$ cat config.mk
export PLATFORM = sky130hd
export DESIGN_NAME = instr_fetch_unit_flat
export DESIGN_NICKNAME = d
export VERILOG_FILES = /design/src/rtl/instr_fetch_unit_if.sv /design/src/rtl/instr_fetch_unit.sv /design/src/flat_wrapper.sv
export SDC_FILE = /design/constraint.sdc
export NUM_CORES = 1
export LEC_CHECK = 0
export BUFFER_PORTS_ARGS = -buffer_cell sky130_fd_sc_hd__buf_2
export CORE_ASPECT_RATIO = 0.8
export CORE_MARGIN = 2
export CORE_UTILIZATION = 62
export CTS_CLUSTER_SIZE = 30
export DETAILED_ROUTE_END_ITERATION = 7
export PLACE_DENSITY = 0.82
export SETUP_SLACK_MARGIN = 0.3
export SYNTH_ARGS = -nofsm -noshare
export SYNTH_HDL_FRONTEND = slang
export SYNTH_SLANG_ARGS = --single-unit
$ cat constraint.sdc
create_clock -name Clock -period 6.4 [get_ports Clock]
set_input_delay 0.96 -clock Clock [delete_from_list [all_inputs] [get_ports Clock]]
set_output_delay 0.96 -clock Clock [all_outputs]
set_load 0.02 [all_outputs]
$ cat src/rtl/instr_fetch_unit_if.sv
// Bus between the fetch unit and its neighbours: ROM address/data,
// the registered decode-side instruction, redirect requests and stack status.
interface instr_fetch_unit_if #(
   parameter int ADDR_W      = 16,
   parameter int INSTR_W     = 28,
   parameter int STACK_DEPTH = 8
);
   localparam int DEPTH_W = $clog2(STACK_DEPTH) + 1;

   logic [ADDR_W-1:0]  oAddress;
   logic [INSTR_W-1:0] iInstruction;
   logic [INSTR_W-1:0] oInstruction;
   logic [ADDR_W-1:0]  oInstrPC;
   logic               oValid;
   logic               iStall;
   logic               iJump;
   logic               iCall;
   logic               iRet;
   logic [ADDR_W-1:0]  iTarget;
   logic               oStackErr;
   logic [DEPTH_W-1:0] oDepth;

   modport master (
      output oAddress, oInstruction, oInstrPC, oValid, oStackErr, oDepth,
      input  iInstruction, iStall, iJump, iCall, iRet, iTarget
   );

   modport slave (
      input  oAddress, oInstruction, oInstrPC, oValid, oStackErr, oDepth,
      output iInstruction, iStall, iJump, iCall, iRet, iTarget
   );
endinterface

$ cat src/rtl/instr_fetch_unit.sv
// Program sequencer: owns the PC, registers ROM data for decode, and applies
// jump/call/ret redirects with a hardware return-address stack.
module instr_fetch_unit #(
   parameter int ADDR_W      = 16,
   parameter int INSTR_W     = 28,
   parameter int STACK_DEPTH = 8
) (
   input logic                Clock,
   input logic                Reset,
   instr_fetch_unit_if.master bus
);
   localparam int PTR_W   = $clog2(STACK_DEPTH);
   localparam int DEPTH_W = PTR_W + 1;
   localparam logic [DEPTH_W-1:0] FULL = DEPTH_W'(STACK_DEPTH);

   logic [ADDR_W-1:0]  pc;
   logic [INSTR_W-1:0] instr;
   logic [ADDR_W-1:0]  instr_pc;
   logic               valid;
   logic               stack_err;
   logic [DEPTH_W-1:0] depth;
   logic [ADDR_W-1:0]  stack [STACK_DEPTH];

   logic               honoured;
   logic               do_ret;
   logic               do_call;
   logic               do_jump;
   logic               stack_full;
   logic               stack_empty;
   logic [PTR_W-1:0]   push_idx;
   logic [PTR_W-1:0]   top_idx;

   // Redirects belong to the instruction on the decode side, so a bubble or a
   // stall makes them meaningless; the priority chain is ret, call, jump.
   assign honoured    = valid & ~bus.iStall;
   assign do_ret      = honoured & bus.iRet;
   assign do_call     = honoured & bus.iCall & ~bus.iRet;
   assign do_jump     = honoured & bus.iJump & ~bus.iCall & ~bus.iRet;
   assign stack_full  = (depth == FULL);
   assign stack_empty = (depth == '0);
   assign push_idx    = depth[PTR_W-1:0];
   assign top_idx     = depth[PTR_W-1:0] - PTR_W'(1);

   always_ff @(posedge Clock or negedge Reset) begin
      if (!Reset) begin
         pc        <= '0;
         instr     <= '0;
         instr_pc  <= '0;
         valid     <= 1'b0;
         stack_err <= 1'b0;
         depth     <= '0;
      end else if (!bus.iStall) begin
         if (do_ret) begin
            valid <= 1'b0;
            if (stack_empty) begin
               pc        <= '0;
               stack_err <= 1'b1;
            end else begin
               pc    <= stack[top_idx];
               depth <= depth - DEPTH_W'(1);
            end
         end else if (do_call) begin
            pc    <= bus.iTarget;
            valid <= 1'b0;
            if (stack_full) begin
               stack_err <= 1'b1;
            end else begin
               depth <= depth + DEPTH_W'(1);
            end
         end else if (do_jump) begin
            pc    <= bus.iTarget;
            valid <= 1'b0;
         end else begin
            instr    <= bus.iInstruction;
            instr_pc <= pc;
            valid    <= 1'b1;
            pc       <= pc + ADDR_W'(1);
         end
      end
   end

   // Stack contents are plain storage; only the pointer is reset.
   always_ff @(posedge Clock) begin
      if (Reset && do_call && !stack_full) begin
         stack[push_idx] <= instr_pc + ADDR_W'(1);
      end
   end

   assign bus.oAddress     = pc;
   assign bus.oInstruction = instr;
   assign bus.oInstrPC     = instr_pc;
   assign bus.oValid       = valid;
   assign bus.oStackErr    = stack_err;
   assign bus.oDepth       = depth;
endmodule

$ cat src/flat_wrapper.sv
// flat-port wrapper written by rule: the top's interface ports become plain ports
module instr_fetch_unit_flat 
#(
   parameter int ADDR_W      = 16,
   parameter int INSTR_W     = 28,
   parameter int STACK_DEPTH = 8
)
  (Clock, Reset, bus_oAddress, bus_oInstruction, bus_oInstrPC, bus_oValid, bus_oStackErr, bus_oDepth, bus_iInstruction, bus_iStall, bus_iJump, bus_iCall, bus_iRet, bus_iTarget);
  instr_fetch_unit_if #(.ADDR_W(ADDR_W), .INSTR_W(INSTR_W), .STACK_DEPTH(STACK_DEPTH)) bus_i ();
  input logic Clock;
  input logic Reset;
  output wire logic [$bits(bus_i.oAddress)-1:0] bus_oAddress;
  output wire logic [$bits(bus_i.oInstruction)-1:0] bus_oInstruction;
  output wire logic [$bits(bus_i.oInstrPC)-1:0] bus_oInstrPC;
  output wire logic [$bits(bus_i.oValid)-1:0] bus_oValid;
  output wire logic [$bits(bus_i.oStackErr)-1:0] bus_oStackErr;
  output wire logic [$bits(bus_i.oDepth)-1:0] bus_oDepth;
  input wire logic [$bits(bus_i.iInstruction)-1:0] bus_iInstruction;
  input wire logic [$bits(bus_i.iStall)-1:0] bus_iStall;
  input wire logic [$bits(bus_i.iJump)-1:0] bus_iJump;
  input wire logic [$bits(bus_i.iCall)-1:0] bus_iCall;
  input wire logic [$bits(bus_i.iRet)-1:0] bus_iRet;
  input wire logic [$bits(bus_i.iTarget)-1:0] bus_iTarget;
  assign bus_oAddress = bus_i.oAddress;
  assign bus_oInstruction = bus_i.oInstruction;
  assign bus_oInstrPC = bus_i.oInstrPC;
  assign bus_oValid = bus_i.oValid;
  assign bus_oStackErr = bus_i.oStackErr;
  assign bus_oDepth = bus_i.oDepth;
  assign bus_i.iInstruction = bus_iInstruction;
  assign bus_i.iStall = bus_iStall;
  assign bus_i.iJump = bus_iJump;
  assign bus_i.iCall = bus_iCall;
  assign bus_i.iRet = bus_iRet;
  assign bus_i.iTarget = bus_iTarget;
  instr_fetch_unit #(.ADDR_W(ADDR_W), .INSTR_W(INSTR_W), .STACK_DEPTH(STACK_DEPTH)) u_core (.Clock(Clock), .Reset(Reset), .bus(bus_i));
endmodule
### Word-level counts from Yosys, hierarchy flattened

Memory sizes are Yosys's and may differ from the RTL's.
Index checks and enable logic that the tools add are counted.

| storage, ports and cells | value |
|---|---|
| register bits after elaboration | 66 |
| RAM bits | 128 |
| memories | 1 |

| cells by class | value |
|---|---|
| bitwise logic cells | 13 |
| multiplexer cells | 17 |
| equal/unequal tests | 4 |
| reduce and logical (&&, ||, !) cells | 9 |
| add/subtract/negate cells | 5 |

Memory list:

| memory | words | width | read ports | clocked after Yosys merged registers in | write ports | line | text |
|---|---|---|---|---|---|---|---|
| u_core.stack | 8 | 16 | 1 | 0 | 1 | instr_fetch_unit.sv:22 | `logic [ADDR_W-1:0] stack [STACK_DEPTH];` |

Operators by type and width:

| cell | number |
|---|---|
| $mux 16 | 4 |
| $add 16x1->16 const B | 2 |
| $mux 4 | 4 |
| $reduce_and 4->1 | 3 |
| $mux 1 | 9 |
| $and 1x1->1 | 7 |
| $not 1->1 | 6 |
| $add 4x1->4 const B | 1 |
| $eq 4x4->1 const B | 1 |
| $logic_not 4->1 | 1 |
| $ne 2x2->1 const B | 2 |
| $reduce_bool 2->1 | 2 |
| $sub 4x1->4 const B | 1 |
| $sub 3x1->3 const B | 1 |
| $logic_and 1x1->1 | 2 |
| $ne 2x1->1 const B | 1 |
| $logic_not 1->1 | 1 |

### Logic depth before layout (Yosys ltp)

Gate-level depths: netlist of run 1.

| depth | value |
|---|---|
| word-level depth | 8 |
| gate-level depth with buffers | 9 |
| depth with buffers taken out | 6 |

### Least setup slack after synthesis of run 1

No wires, ideal clock.

| timing path | value |
|---|---|
| path kind | input to register |
| start point | in bus_iStall |
| end point | mem u_core.stack[1][0], enable pin |
| stages on the path | 5 |
| setup slack | 3.176 ns |
| buffers on the path | 1 |
| required time | 5.991 ns |
| arrival | 2.815 ns |
| cells stage by stage | nand2b_1 > buf_2 > nor3b_1 > nand4_1 > nor3_1 |

| between the ends | value |
|---|---|
| cells in the longest elaborated chain, start to end | 8 |

Ends and longest elaborated chain:

| element | line | text |
|---|---|---|
| start: declaration | flat_wrapper.sv:19 | `input wire logic [$bits(bus_i.iStall)-1:0] bus_iStall;` |
| $not 1->1 (no line) | -- |  |
| $and 1x1->1 | instr_fetch_unit.sv:35 | `assign honoured = valid & ~bus.iStall;` |
| $and 1x1->1 (2 in series) | instr_fetch_unit.sv:37 | `assign do_call = honoured & bus.iCall & ~bus.iRet;` |
| $logic_and 1x1->1 (2 in series) | instr_fetch_unit.sv:84 | `if (Reset && do_call && !stack_full) begin` |
| $mux 1 | instr_fetch_unit.sv:84 |  |
| $mux 1 (not written as such) | instr_fetch_unit.sv:85 | `stack[push_idx] <= instr_pc + ADDR_W'(1);` |
| end: declaration | instr_fetch_unit.sv:22 |  |

Every way passes these cells.

### Final worst setup path of run 1

| timing path | value |
|---|---|
| start point | in Reset |
| end point | mem u_core.stack[3][13], enable pin |

| between the ends | value |
|---|---|
| cells in the longest elaborated chain, start to end | 4 |

Ends and longest elaborated chain:

| element | line | text |
|---|---|---|
| start: declaration | flat_wrapper.sv:11 | `input logic Reset;` |
| $logic_and 1x1->1 (2 in series) | instr_fetch_unit.sv:84 |  |
| $mux 1 | instr_fetch_unit.sv:84 |  |
| $mux 1 (not written as such) | instr_fetch_unit.sv:85 |  |

Every way passes these cells.

==> impl_results.md, run 1 <==
- Status: complete, no violations
- Post-CTS sizing: 0
- GRT overflow: 0
- Initial core utilization: 0.6413
- Post-synthesis sequential element count: 194
- HPWL Detailed: 13.99 mm
- Type of the worst min-delay path: reg -> reg
- Number of ports placed on the die boundary: 116
- Total iterations of the first detailed-routing run: 7
- Syn_nets: 570
- Share of synthesized registers carrying an async set or reset: 0.3402
- Clock-pin slew on the worst setup and hold paths: 0.07 ns
- Post-route DRC violation count: 0
- Share of layout cells above drive strength 1: 0.3744
- Total power density per cell area: 472.3 nW/µm²
- Final instance count without filler cells: 824
- Via count of the first global-routing pass: 5,357
- Post-synthesis mux area share: 0.1567
- Fraction of the mapped netlist area in compound gates: 0.06494
- Static power due to leakage: 3.670 nW
- Area Overhead vs Synth: 15.90%
- Setup violators final: 0
- Endpoint type of the worst setup path: flip-flop
- Period utilisation layout: 0.5527
- Achievable frequency: 282.7 MHz
- Fraction of synthesized cell area in xor and xnor cells: 0.02325
- Most frequent cells in the layout: 128 x edfxtp_1, 115 x buf_2, 65 x dfrtp_1
- Maximum root-to-sink buffer count: 2
- Area of the core: 13,010 µm²
- Count of hold-fix buffers inserted at cts: 0
- Synthesized-area fraction occupied by adder cells: 0.005999
- Die Outline Area: 14,410 µm²
- IO buf count: 115
- Clock buffers created by TritonCTS: 17
- Count of vias placed by the detailed router: 5,531
- Unrepaired setup endpoints after global routing: no
- Number of cells after detailed placement: 792
- Combinational family with the most area after synthesis: multiplexers
- CTS root buffer: clkbuf_16
- Average instance area after synthesis: 16.17 µm²
- H-Tree Depth: 4
- Final TNS setup: 0 ns
- Number of failing hold endpoints at the final stage: 0
- Setup Fix Bufs, Post-CTS: 0
- Clock net sink count: 194
- Worst Tran Pin Value: 1.237 ns
- Crit path arrival time: 3.67 ns
- Prevailing post-synth register cell: edfxtp_1
- Total routing usage reported by global routing: 0.3018
- Total count of max-transition violations in the final report: 0
- Worst vdd rail ir drop: 0.3524 mV
- Count of cell types in the netlist: 63
- Routability-driven placement congestion ratio: 0.9301
- Violation count after the first detailed-route iteration: 757
- Drt via density: 6.712
- Initial antenna violation count: 0
- Largest fanout of any net on the critical path: 67
- Clock latency on the worst-skew pair: 0.44 ns
- Worst Setup Start Kind: primary input
- Wire length of the first global-routing pass: 31.17 mm
- Crit path time final: 3.537 ns
- Number of diodes added for antenna fixing: 0
- Clock tree from TritonCTS: yes
- CP Class: in -> reg
- Number of flops mapped to enable cells by yosys: 128
- Wire length per cell: 25.08 µm
- Syn Inst Count: 516
- Worst endpoint required time: 6.54 ns
- Part of the Yosys area used for sequential elements: 0.6587
- Max-capacitance violation count: 0
- Commonest non-fill, non-tap cell in the layout: edfxtp_1
- Worst Clk Skew: 0.01078 ns
- Fraction of the core area covered by cells at the end of the flow: 0.7433
- Die outline height: 107.8 µm
- Worst slew margin: 0.1722
- Final-stage net count: 690
- Routed Wire Length: 20.67 mm
- Count of standard-cell rows: 37
- Die width: 133.7 µm
- Warning count from the yosys run: 0
- Post-Syn Area: 8343 µm²
- Post-synthesis share of cell area spent on and, or, nand and nor gates: 0.06929
- Antenna Nets Post-Route: 0
- Largest net degree at the start of global routing: 68
==> report_power, final <==
group / switching [W] / internal (W) / leakage, nW
clock: 0.000465 / 0.000580 / 0.279
sequential: 0.000280 / 0.00165 / 1.95
combinational: 0.000941 / 0.000655 / 1.44
==> state kept, by name (all words and copies together), names as in the netlist <==
name	cells
u_core.stack	128
u_core.bus.oInstruction	28
u_core.bus.oAddress	16
u_core.bus.oInstrPC	16
u_core.bus.oDepth	4
u_core.bus.oStackErr	1
u_core.bus.oValid	1
==> Yosys cell counts (5+ instances only) <==
library cell / number / area share
edfxtp_1: 128 / 0.46
dfrtp_1: 66 / 0.20
mux2_2: 42 / 0.057
mux4_2: 30 / 0.081
nand2_1: 20 / 0.0090
nor3_1: 18 / 0.011
nor2_1: 16 / 0.0072
nand3_1: 12 / 0.0072
o21ai_0: 12 / 0.0072
mux2i_1: 11 / 0.013
xnor2_1: 11 / 0.012
clkbuf_1: 10 / 0.0045
nand4_1: 10 / 0.0075
or3_1: 9 / 0.0067
buf_2: 8 / 0.0048
xor2_1: 8 / 0.0084
a222oi_1: 7 / 0.0084
inv_1: 7 / 0.0031
a21oi_1: 6 / 0.0036
nor4_1: 5 / 0.0037
==> critical path: stages <==
cell and delay, ns:
buf_2 0.07, buf_4 0.67, nor3b_1 0.35, nand4_1 0.22
nor2_1 1.01, buf_4 0.35
==> path summary, 6_finish.rpt <==
check | startpoint | end | slack [ns] | cells after the start
worst max-delay path | Reset | u_core.stack[3][13]$_DFFE_PP_ | 2.86 | 6
max in group asynchronous | Reset | u_core.bus.oDepth[0]$_DFFE_PN0P_ | 5.06 | 2
worst min register to register | u_core.bus.oStackErr$_DFFE_PN0P_ | u_core.bus.oStackErr$_DFFE_PN0P_ | 0.47 | 1
worst max register to register | u_core.bus.oDepth[1]$_DFFE_PN0P_ | u_core.bus.oAddress[9]$_DFFE_PN0N_ | 3.27 | 6
min in group asynchronous | Reset | u_core.bus.oInstruction[15]$_DFFE_PN0P_ | 0.73 | 2
worst min-delay path | u_core.bus.oStackErr$_DFFE_PN0P_ | u_core.bus.oStackErr$_DFFE_PN0P_ | 0.47 | 1
==> cells by family after synthesis <==
group,Yosys count
xor gates and xnor gates,20
buffers and inverters,33
AOI/OAI and AO/OA,70
and+or+nand+nor,109
DFF,194
adders and majority gates,4
muxes,86
==> routing by layer <==
metal,track usage,share of wire
met1,0.4288,0.39
met4,0.1185,0.033
met3,0.08757,0.11
met5,0,0
met2,0.4477,0.47
==> area by class of cell <==
type | count | area [µm²]
clock buffer | 18 | 429.2
fill | 774 | 3339
clock inverter | 14 | 151.4
sequential | 194 | 5497
multi-input combinational | 289 | 2681
tap | 175 | 219.0
inverter | 7 | 26.28
timing repair buffer | 127 | 665.6
==> metrics by stage <==
step / power, W / setup WS [ns] / cell area [µm²] / hold slack, ns
3_5_place_dp: 0.003501 / 2.432 / 9089 / 0.4579
2_1_floorplan: 0.002957 / 3.176 / 8343 / 0.5778
6_report: 0.004567 / 2.863 / 9669 / 0.4716
5_1_grt: 0.004747 / 2.644 / 9669 / 0.5011
4_1_cts: 0.004553 / 2.881 / 9669 / 0.4747
3_3_place_gp: 0.003457 / 2.586 / 9089 / 0.4596
Note: power is estimated with default switching activity, not from simulation.
==> inputs of run 2 (changes only) <==
--- a/config.mk
+++ b/config.mk
@@ -5,13 +5,14 @@
 export SDC_FILE = /design/constraint.sdc
 export NUM_CORES = 1
 export LEC_CHECK = 0
+export ABC_AREA = 1
 export BUFFER_PORTS_ARGS = -buffer_cell sky130_fd_sc_hd__buf_2
 export CORE_ASPECT_RATIO = 0.8
 export CORE_MARGIN = 2
-export CORE_UTILIZATION = 62
+export CORE_UTILIZATION = 52
 export CTS_CLUSTER_SIZE = 30
 export DETAILED_ROUTE_END_ITERATION = 7
-export PLACE_DENSITY = 0.82
+export PLACE_DENSITY = 0.73
 export SETUP_SLACK_MARGIN = 0.3
 export SYNTH_ARGS = -nofsm -noshare
 export SYNTH_HDL_FRONTEND = slang
==> constraint.sdc (replaced) <==
create_clock -name Clock -period 2.9 [get_ports Clock]
set_input_delay 0.435 -clock Clock [delete_from_list [all_inputs] [get_ports Clock]]
set_output_delay 0.435 -clock Clock [all_outputs]
set_load 0.02 [all_outputs]
==> impl_results.md, run 2 <==
- Largest cells by area after synthesis: edfxtp_1 45%, dfrtp_1 19%, nor2_1 6.7%
- Total power after layout: 0.01013 W (+120%)
- Post-synthesis sequential element count: 194 (unchanged)
- Count of vias placed by the detailed router: 6,339 (+15%)
- Routed length on met2: 9.448 mm (-2.0%)
- Final-stage net count: 989 (+43%)
- Number of flip-flops in the largest register: 128 (unchanged)
- Worst Clk Skew: 0.01135 ns (+0.0005736 ns)
- Number of flops mapped to enable cells by yosys: 128 (unchanged)
- Wire length on met3: 1.774 mm (-25%)
- Clock tree from TritonCTS: yes
- Syn Inst Count: 819 (+59%)
- Post-CTS sizing: 0 (unchanged)
- Reg2reg path depth: 7 (+1)
- Antenna Nets Post-Route: 0 (unchanged)
- IO buf count: 115 (unchanged)
- Count of cell types in the netlist: 31 (-51%)
- Area taken by multi-input logic gates: 2826 µm² (+5.4%)
- Status: complete, no violations
- Post-route DRC violation count: 0 (unchanged)
- Largest fanout of any net on the critical path: 8 (-88%)
- Maximum root-to-sink buffer count: 2 (unchanged)
- Startpoint of the lowest-slack register-to-register path: u_core.bus.oInstrPC[0]$_DFFE_PN0P_
- Top-count cell post-synth: nor2_1
- Max-capacitance violation count: 0 (unchanged)
- Wire length per cell: 17.67 µm (-30%)
- Worst Setup Start Kind: flip-flop
- Clock latency on the worst-skew pair: 0.44 ns (about the same)
- Via count of the first global-routing pass: 6,103 (+14%)
- Area of the core: 16,400 µm² (+26%)
- Routed length on met1: 9.050 mm (+13%)
- Uppermost layer routed: met4
- Achievable frequency: 424.3 MHz
- HPWL Detailed: 13.44 mm (-3.9%)
- Total power density per cell area: 1004 nW/µm² (+110%)
- Crit path arrival time: 2.51 ns (-1.16 ns)
- Share of layout cells above drive strength 1: 0.2291 (-0.1453)
- Initial core utilization: 0.5266 (-0.1147)
- Post-Syn Area: 8635 µm² (+3.5%)
- Part of the Yosys area used for sequential elements: 0.6364 (-0.02224)
- Commonest non-fill, non-tap cell in the layout: nor2_1
- Setup Fix Bufs, Post-CTS: 0 (unchanged)
- Period utilisation layout: 0.8126
- Capture instance of the worst register-to-register path: u_core.stack[0][13]$_DFFE_PP_
- Clock-pin slew on the worst setup and hold paths: 0.07 ns (about the same)
- Unrepaired setup endpoints after global routing: no
- Total count of max-transition violations in the final report: 0 (unchanged)
- Total routing usage reported by global routing: 0.2456 (-0.05616)
- Setup violators final: 0 (unchanged)
- Worst endpoint required time: 3.05 ns (-3.49 ns)
- Warning count from the yosys run: 0 (unchanged)
- Filler cell count: 1,313 (+70%)
- Final TNS setup: 0 ns (unchanged)
- Wire length of the first global-routing pass: 32.89 mm (+5.5%)
- Clock net sink count: 194 (unchanged)
- Die Outline Area: 17,660 µm² (+23%)
- Type of the worst min-delay path: in -> async
- Fin worst setup slack: 0.5434 ns (-2.319 ns)
- Worst vdd rail ir drop: 0.6564 mV (+86%)
- Syn_nets: 873 (+53%)
- Worst Tran Pin Value: 0.7275 ns (-0.5096 ns)
- Average instance area after synthesis: 10.54 µm² (-35%)
- Area fraction of the dominant cell type after synthesis: 0.4452 (-0.01555)
- Number of ports placed on the die boundary: 116 (unchanged)
- Crit path time final: 2.357 ns
- Placement Setup Slack: 0.3511 ns (-2.081 ns)
- Worst slew margin: 0.5150 (+0.3428)
- Endpoint type of the worst setup path: flip-flop
- Count of hold-fix buffers inserted at cts: 0 (unchanged)
- Number of failing hold endpoints at the final stage: 0 (unchanged)
- Initial antenna violation count: 1 (+1)
- Die outline height: 119.3 µm (+11%)
- Footprint of the flip-flops and latches: 5497 µm² (unchanged)
- CP Class: reg -> reg
- H-Tree Depth: 4 (unchanged)
- Area Overhead vs Synth: 16.88%
- Static power due to leakage: 4.201 nW (+14%)
- Die width: 148.1 µm (+11%)
- Total iterations of the first detailed-routing run: 7 (unchanged)
- Clock buffers created by TritonCTS: 17 (unchanged)
- Most flop-heavy register: u_core.stack
- Worst reg-to-reg setup slack: 0.54 ns (-2.73 ns)
- Routability-driven placement congestion ratio: 0.8694 (-6.5%)
- Most frequent cells after synthesis: 154 x nor2_1, 144 x nand2_1, 128 x edfxtp_1, 87 x o21ai_0, 66 x dfrtp_1
- Routed Wire Length: 20.64 mm (-0.15%)
- Prevailing post-synth register cell: edfxtp_1
- Largest net degree at the start of global routing: 68 (unchanged)
- Share of synthesized registers carrying an async set or reset: 0.3402 (unchanged)
- Violation count after the first detailed-route iteration: 671 (-11%)
- Drt via density: 5.427 (-19%)
- Most frequent cells in the layout: 154 x nor2_1, 144 x nand2_1, 128 x edfxtp_1
- GRT overflow: 0 (unchanged)
- Count of standard-cell rows: 42 (+14%)
- CTS root buffer: clkbuf_16
- Library cell occupying the most area in the post-synthesis netlist: edfxtp_1
-- run 2: cell count changes in the layout (fill, tap and decap cells not counted), moves of 9 or more --
| cell | change |
|---|---|
| or3_1 | -9 |
| inv_1 | +31 |
| nand3_1 | +42 |
| nand2_1 | +124 |
| o21ai_0 | +75 |
| mux2_2 | -14 |
| nor3_1 | -15 |
| mux4_2 | -30 |
| mux2i_1 | -11 |
| o211ai_1 | +20 |
| nor2_1 | +138 |
-- run 2: power by group --
part | internal [W] | switching (W)
combinational | 0.00126 | 0.00262
sequential | 0.00351 | 0.000424
clock | 0.00133 | 0.000994
-- run 2: cell families (layout without fill, tap and decap cells) --
group	Yosys count	in the layout	share of synthesized area
flops	194	194	0.6364
other cells	0	1	0
fa+ha+maj	4	4	0.005796
mux	31	31	0.04173
xor+xnor	20	20	0.02029
simple gates	373	373	0.1771
compound gates	118	118	0.07782
buf+inv	79	207	0.04086
-- run 2: cell type report --
| class | count | share of cell area |
|---|---|---|
| sequential | 194 | 0.5446 |
| multi-input combinational | 546 | 0.2801 |
| timing repair buffer | 136 | 0.07389 |
| clock buffer | 26 | 0.05517 |
| tap | 220 | 0.02727 |
| inverter | 40 | 0.01513 |
| clock inverter | 5 | 0.003595 |
| antenna | 1 | 0.0002480 |
-- run 2: worst max-delay path by stage --
stage,start,end,cells after the start
5_1_grt,u_core.bus.oInstrPC[0]$_DFFE_PN0P_,u_core.stack[1][13]$_DFFE_PP_,7
3_3_place_gp,u_core.bus.oInstrPC[0]$_DFFE_PN0P_,u_core.stack[1][14]$_DFFE_PP_,7
6_report,u_core.bus.oInstrPC[0]$_DFFE_PN0P_,u_core.stack[0][13]$_DFFE_PP_,7
3_5_place_dp,u_core.bus.oInstrPC[0]$_DFFE_PN0P_,u_core.stack[6][14]$_DFFE_PP_,7
4_1_cts,u_core.bus.oInstrPC[0]$_DFFE_PN0P_,u_core.stack[3][14]$_DFFE_PP_,7
2_1_floorplan,u_core.bus.oDepth[0]$_DFFE_PN0P_,u_core.stack[1][0]$_DFFE_PP_,9
-- run 2: metrics by stage --
step / cell area, µm² / utilization / std cells / hold slack, ns
global placement: 9477 / 0.5780 / 1136 / 0.4835
floorplan: 8655 / - / 819 / 0.1394
global route: 10090 / 0.6154 / 1167 / 0.1506
detailed placement: 9477 / 0.5780 / 1136 / 0.4706
CTS: 10070 / 0.6142 / 1167 / 0.1189
finish: 10090 / 0.6155 / 1168 / 0.1532
-- run 2: critical path, cell delays in order, from the launching register on --
cell     delay (ns)
dfrtp_1        0.54
nand3_1        0.16
nor2_1         0.12
nand2_1        0.10
nor2_1         0.25
nand3_1        0.22
nor2_1         0.17
xor2_1         0.51
-- run 2: metal layers --
layer | up-vias | track usage
li1 | 3025 | -
met1 | 3036 | 0.3498
met2 | 257 | 0.3695
met3 | 21 | 0.06858
met4 | 0 | 0.07560
met5 | - | 0
==> inputs of run 3 (changes only) <==
==> constraint.sdc (replaced) <==
create_clock -name Clock -period 2.1 [get_ports Clock]
set_input_delay 0.315 -clock Clock [delete_from_list [all_inputs] [get_ports Clock]]
set_output_delay 0.315 -clock Clock [all_outputs]
set_load 0.02 [all_outputs]
==> impl_results.md, run 3 (synthesis gave the netlist of run 2 again) <==
- Status: complete, no violations
- H-Tree Depth: 4 (unchanged)
- Number of failing hold endpoints at the final stage: 0 (unchanged)
- Wire length of the first global-routing pass: 35.64 mm (+8.4%)
- Largest net degree at the start of global routing: 68 (unchanged)
- Crit. path cell count: 9 (+2)
- Filler cell count: 1,195 (-9.0%)
- Area of the core: 16,400 µm² (unchanged)
- Total count of max-transition violations in the final report: 0 (unchanged)
- Die outline height: 119.3 µm (unchanged)
- Total power after layout: 0.01591 W (+57%)
- Fin worst setup slack: 0.2315 ns (-0.3119 ns)
- Most flop-heavy register: u_core.stack
- Fraction of the core area covered by cells at the end of the flow: 0.6768 (+0.06128)
- Drt via density: 5.627 (+3.7%)
- Sum of buffers and inverters on the critical path: 4 (+4)
- Unrepaired setup endpoints after global routing: yes
- Worst reg-to-reg setup slack: 0.23 ns (-0.31 ns)
- Die Outline Area: 17,660 µm² (unchanged)
- Number of flip-flops in the largest register: 128 (unchanged)
- Initial antenna violation count: 0 (-1)
- Area Overhead vs Synth: 28.52%
- Total net switching power: 0.006645 W (+65%)
- IO buf count: 115 (unchanged)
- Crit path arrival time: 2.02 ns (-0.49 ns)
- Worst Setup Start Kind: flip-flop
- CP Class: reg -> reg
- Final-stage net count: 1,045 (+5.7%)
- Count of vias placed by the detailed router: 6,888 (+8.7%)
- Post-route DRC violation count: 0 (unchanged)
- CTS root buffer: clkbuf_16
- Clock-pin slew on the worst setup and hold paths: 0.08 ns (about the same)
- Switching share of total power: 0.4176 (+0.01913)
- Die width: 148.1 µm (unchanged)
- Number of diodes added for antenna fixing: 0 (-1)
- Worst vdd rail ir drop: 0.9103 mV (+39%)
- Most frequent cells in the layout: 141 x nor2_1, 138 x nand2_1, 128 x edfxtp_1
- Commonest non-fill, non-tap cell in the layout: nor2_1
- Maximum root-to-sink buffer count: 2 (unchanged)
- Achievable frequency: 535.2 MHz (+26%)
- Count of hold-fix buffers inserted at cts: 0 (unchanged)
- Total power density per cell area: 1434 nW/µm² (+43%)
- Family with the most delay on the worst path: buffers and inverters
- Antenna Nets Post-Route: 0 (unchanged)
- Hold slack: 0.09948 ns (-0.05370 ns)
- Share of total power in sequential cells: 0.342 (-0.046)
- Routability-driven placement congestion ratio: 0.9013 (+3.7%)
- Clock latency on the worst-skew pair: 0.44 ns (about the same)
- Reg2reg path depth: 9 (+2)
- Critical Path Start: u_core.bus.oDepth[1]$_DFFE_PN0P_
- Worst slew margin: 0.4050 (-0.1100)
- Most used cell, CP: nand2_4
- Int Pwr: 0.009267 W (+52%)
- Slowest cell delay on critical path: 0.37 ns (-0.17 ns)
- Clock tree from TritonCTS: yes
- Violation count after the first detailed-route iteration: 782 (+17%)
- Worst endpoint required time: 2.25 ns (-0.80 ns)
- Placement Setup Slack: -0.03758 ns (-0.3886 ns)
- Largest fanout of any net on the critical path: 16 (+8)
- Relative contribution of the clock network to total power: 0.196 (-0.033)
- Final TNS setup: 0 ns (unchanged)
- Number of ports placed on the die boundary: 116 (unchanged)
- Type of the worst min-delay path: in -> reg
- Wire length per cell: 19.73 µm (+12%)
- Share of layout cells above drive strength 1: 0.3137 (+0.08460)
- Crit path time final: 1.868 ns (-0.4881 ns)
- Setup violators final: 0 (unchanged)
- Startpoint of the lowest-slack register-to-register path: u_core.bus.oDepth[1]$_DFFE_PN0P_
- Count of standard-cell rows: 42 (unchanged)
- Cell breakdown of the critical path: inv_2, ha_4, nand2_4, inv_6, a21oi_4, buf_4, nand2_4, nor3_4, buf_12
- Worst Tran Pin Value: 0.8925 ns (+0.1650 ns)
- Total iterations of the first detailed-routing run: 7 (unchanged)
- Period utilisation layout: 0.8897 (+0.07712)
- Via count of the first global-routing pass: 6,506 (+6.6%)
- GRT overflow: 0 (unchanged)
- Worst Clk Skew: 0.01039 ns (-0.0009638 ns)
- Clock buffers created by TritonCTS: 17 (unchanged)
- Initial core utilization: 0.5266 (unchanged)
- Routed Wire Length: 24.15 mm (+17%)
- Clock net sink count: 194 (unchanged)
- Combinational power share: 0.462 (+0.079)
- Total routing usage reported by global routing: 0.2665 (+0.02092)
- Static power due to leakage: 4.625 nW (+10%)
- Endpoint type of the worst setup path: flip-flop
- CP endpoint: u_core.stack[4][4]$_DFFE_PP_
- Max-capacitance violation count: 0 (unchanged)
- Capture instance of the worst register-to-register path: u_core.stack[4][4]$_DFFE_PP_
- HPWL Detailed: 14.68 mm (+9.2%)
- Critical-path cell with the highest stage delay: dfrtp_2
run 3: cell count changes in the layout (fill, tap and decap cells not counted), sizes merged:
cell,previous run,this run
clkbuf,26,22
inv,42,51
clkinv,1,2
buf,136,188
clkinvlp,2,0
diode,1,0
nor2,156,157
run 3: worst min path at each step:
| stage | startpoint | to | slack, ns | cells past startpoint |
|---|---|---|---|---|
| after floorplan | Reset | u_core.bus.oAddress[0]$_DFFE_PN0N_ | 0.02 | 0 |
| after global placement | u_core.bus.oStackErr$_DFFE_PN0P_ | u_core.bus.oStackErr$_DFFE_PN0P_ | 0.46 | 1 |
| after detailed placement | u_core.bus.oStackErr$_DFFE_PN0P_ | u_core.bus.oStackErr$_DFFE_PN0P_ | 0.46 | 1 |
| after CTS | bus_iInstruction[7] | u_core.bus.oInstruction[7]$_DFFE_PN0P_ | 0.09 | 2 |
| after global routing | bus_iInstruction[0] | u_core.bus.oInstruction[0]$_DFFE_PN0P_ | 0.09 | 2 |
| final | bus_iInstruction[24] | u_core.bus.oInstruction[24]$_DFFE_PN0P_ | 0.1 | 2 |
run 3: cell type report:
cell class                 count  area (µm²)  share of cell area
sequential                   194        5503              0.4959
clock inverter                13       113.9             0.01026
multi-input combinational    547        3157              0.2845
inverter                      40       165.2             0.01488
clock buffer                  19       442.9             0.03991
timing repair buffer         191        1440              0.1298
tap                          220       275.3             0.02481
run 3: layer usage:
metal,vias to the layer above,part of all wire,GRT usage
li1,3155,-,-
met1,3365,0.41,0.3721
met5,-,0,0
met3,46,0.089,0.06858
met2,322,0.48,0.4132
met4,0,0.022,0.08452
run 3: worst reg2reg max path, stage by stage (launching register included):
cell,delay [ns]
dfrtp_2,0.37
inv_2,0.06
ha_4,0.17
nand2_4,0.08
inv_6,0.05
a21oi_4,0.19
buf_4,0.16
nand2_4,0.09
nor3_4,0.19
buf_12,0.19
run 3: repair_timing:
action	4_1_cts	5_1_grt
setup buffers	20	12
gates resized for setup	21	48
cloned	1	4
endpoints found under the setup margin	102	154
pin swaps	8	25
run 3: power by group through the flow:
stage               registers, W  clock network (W)  logic [W]
finish                   0.00544            0.00312    0.00735
global placement         0.00541                  0    0.00583
CTS                      0.00536            0.00315    0.00651
detailed placement       0.00543                  0    0.00594
floorplan                0.00584                  0    0.00361
global route             0.00548            0.00330    0.00795
run 3: through the flow:
step	std cells	cell area [µm²]
finish	1224	11100
global route	1224	11100
CTS	1208	10750
detailed placement	1155	9884
global placement	1155	9884
floorplan	819	8856
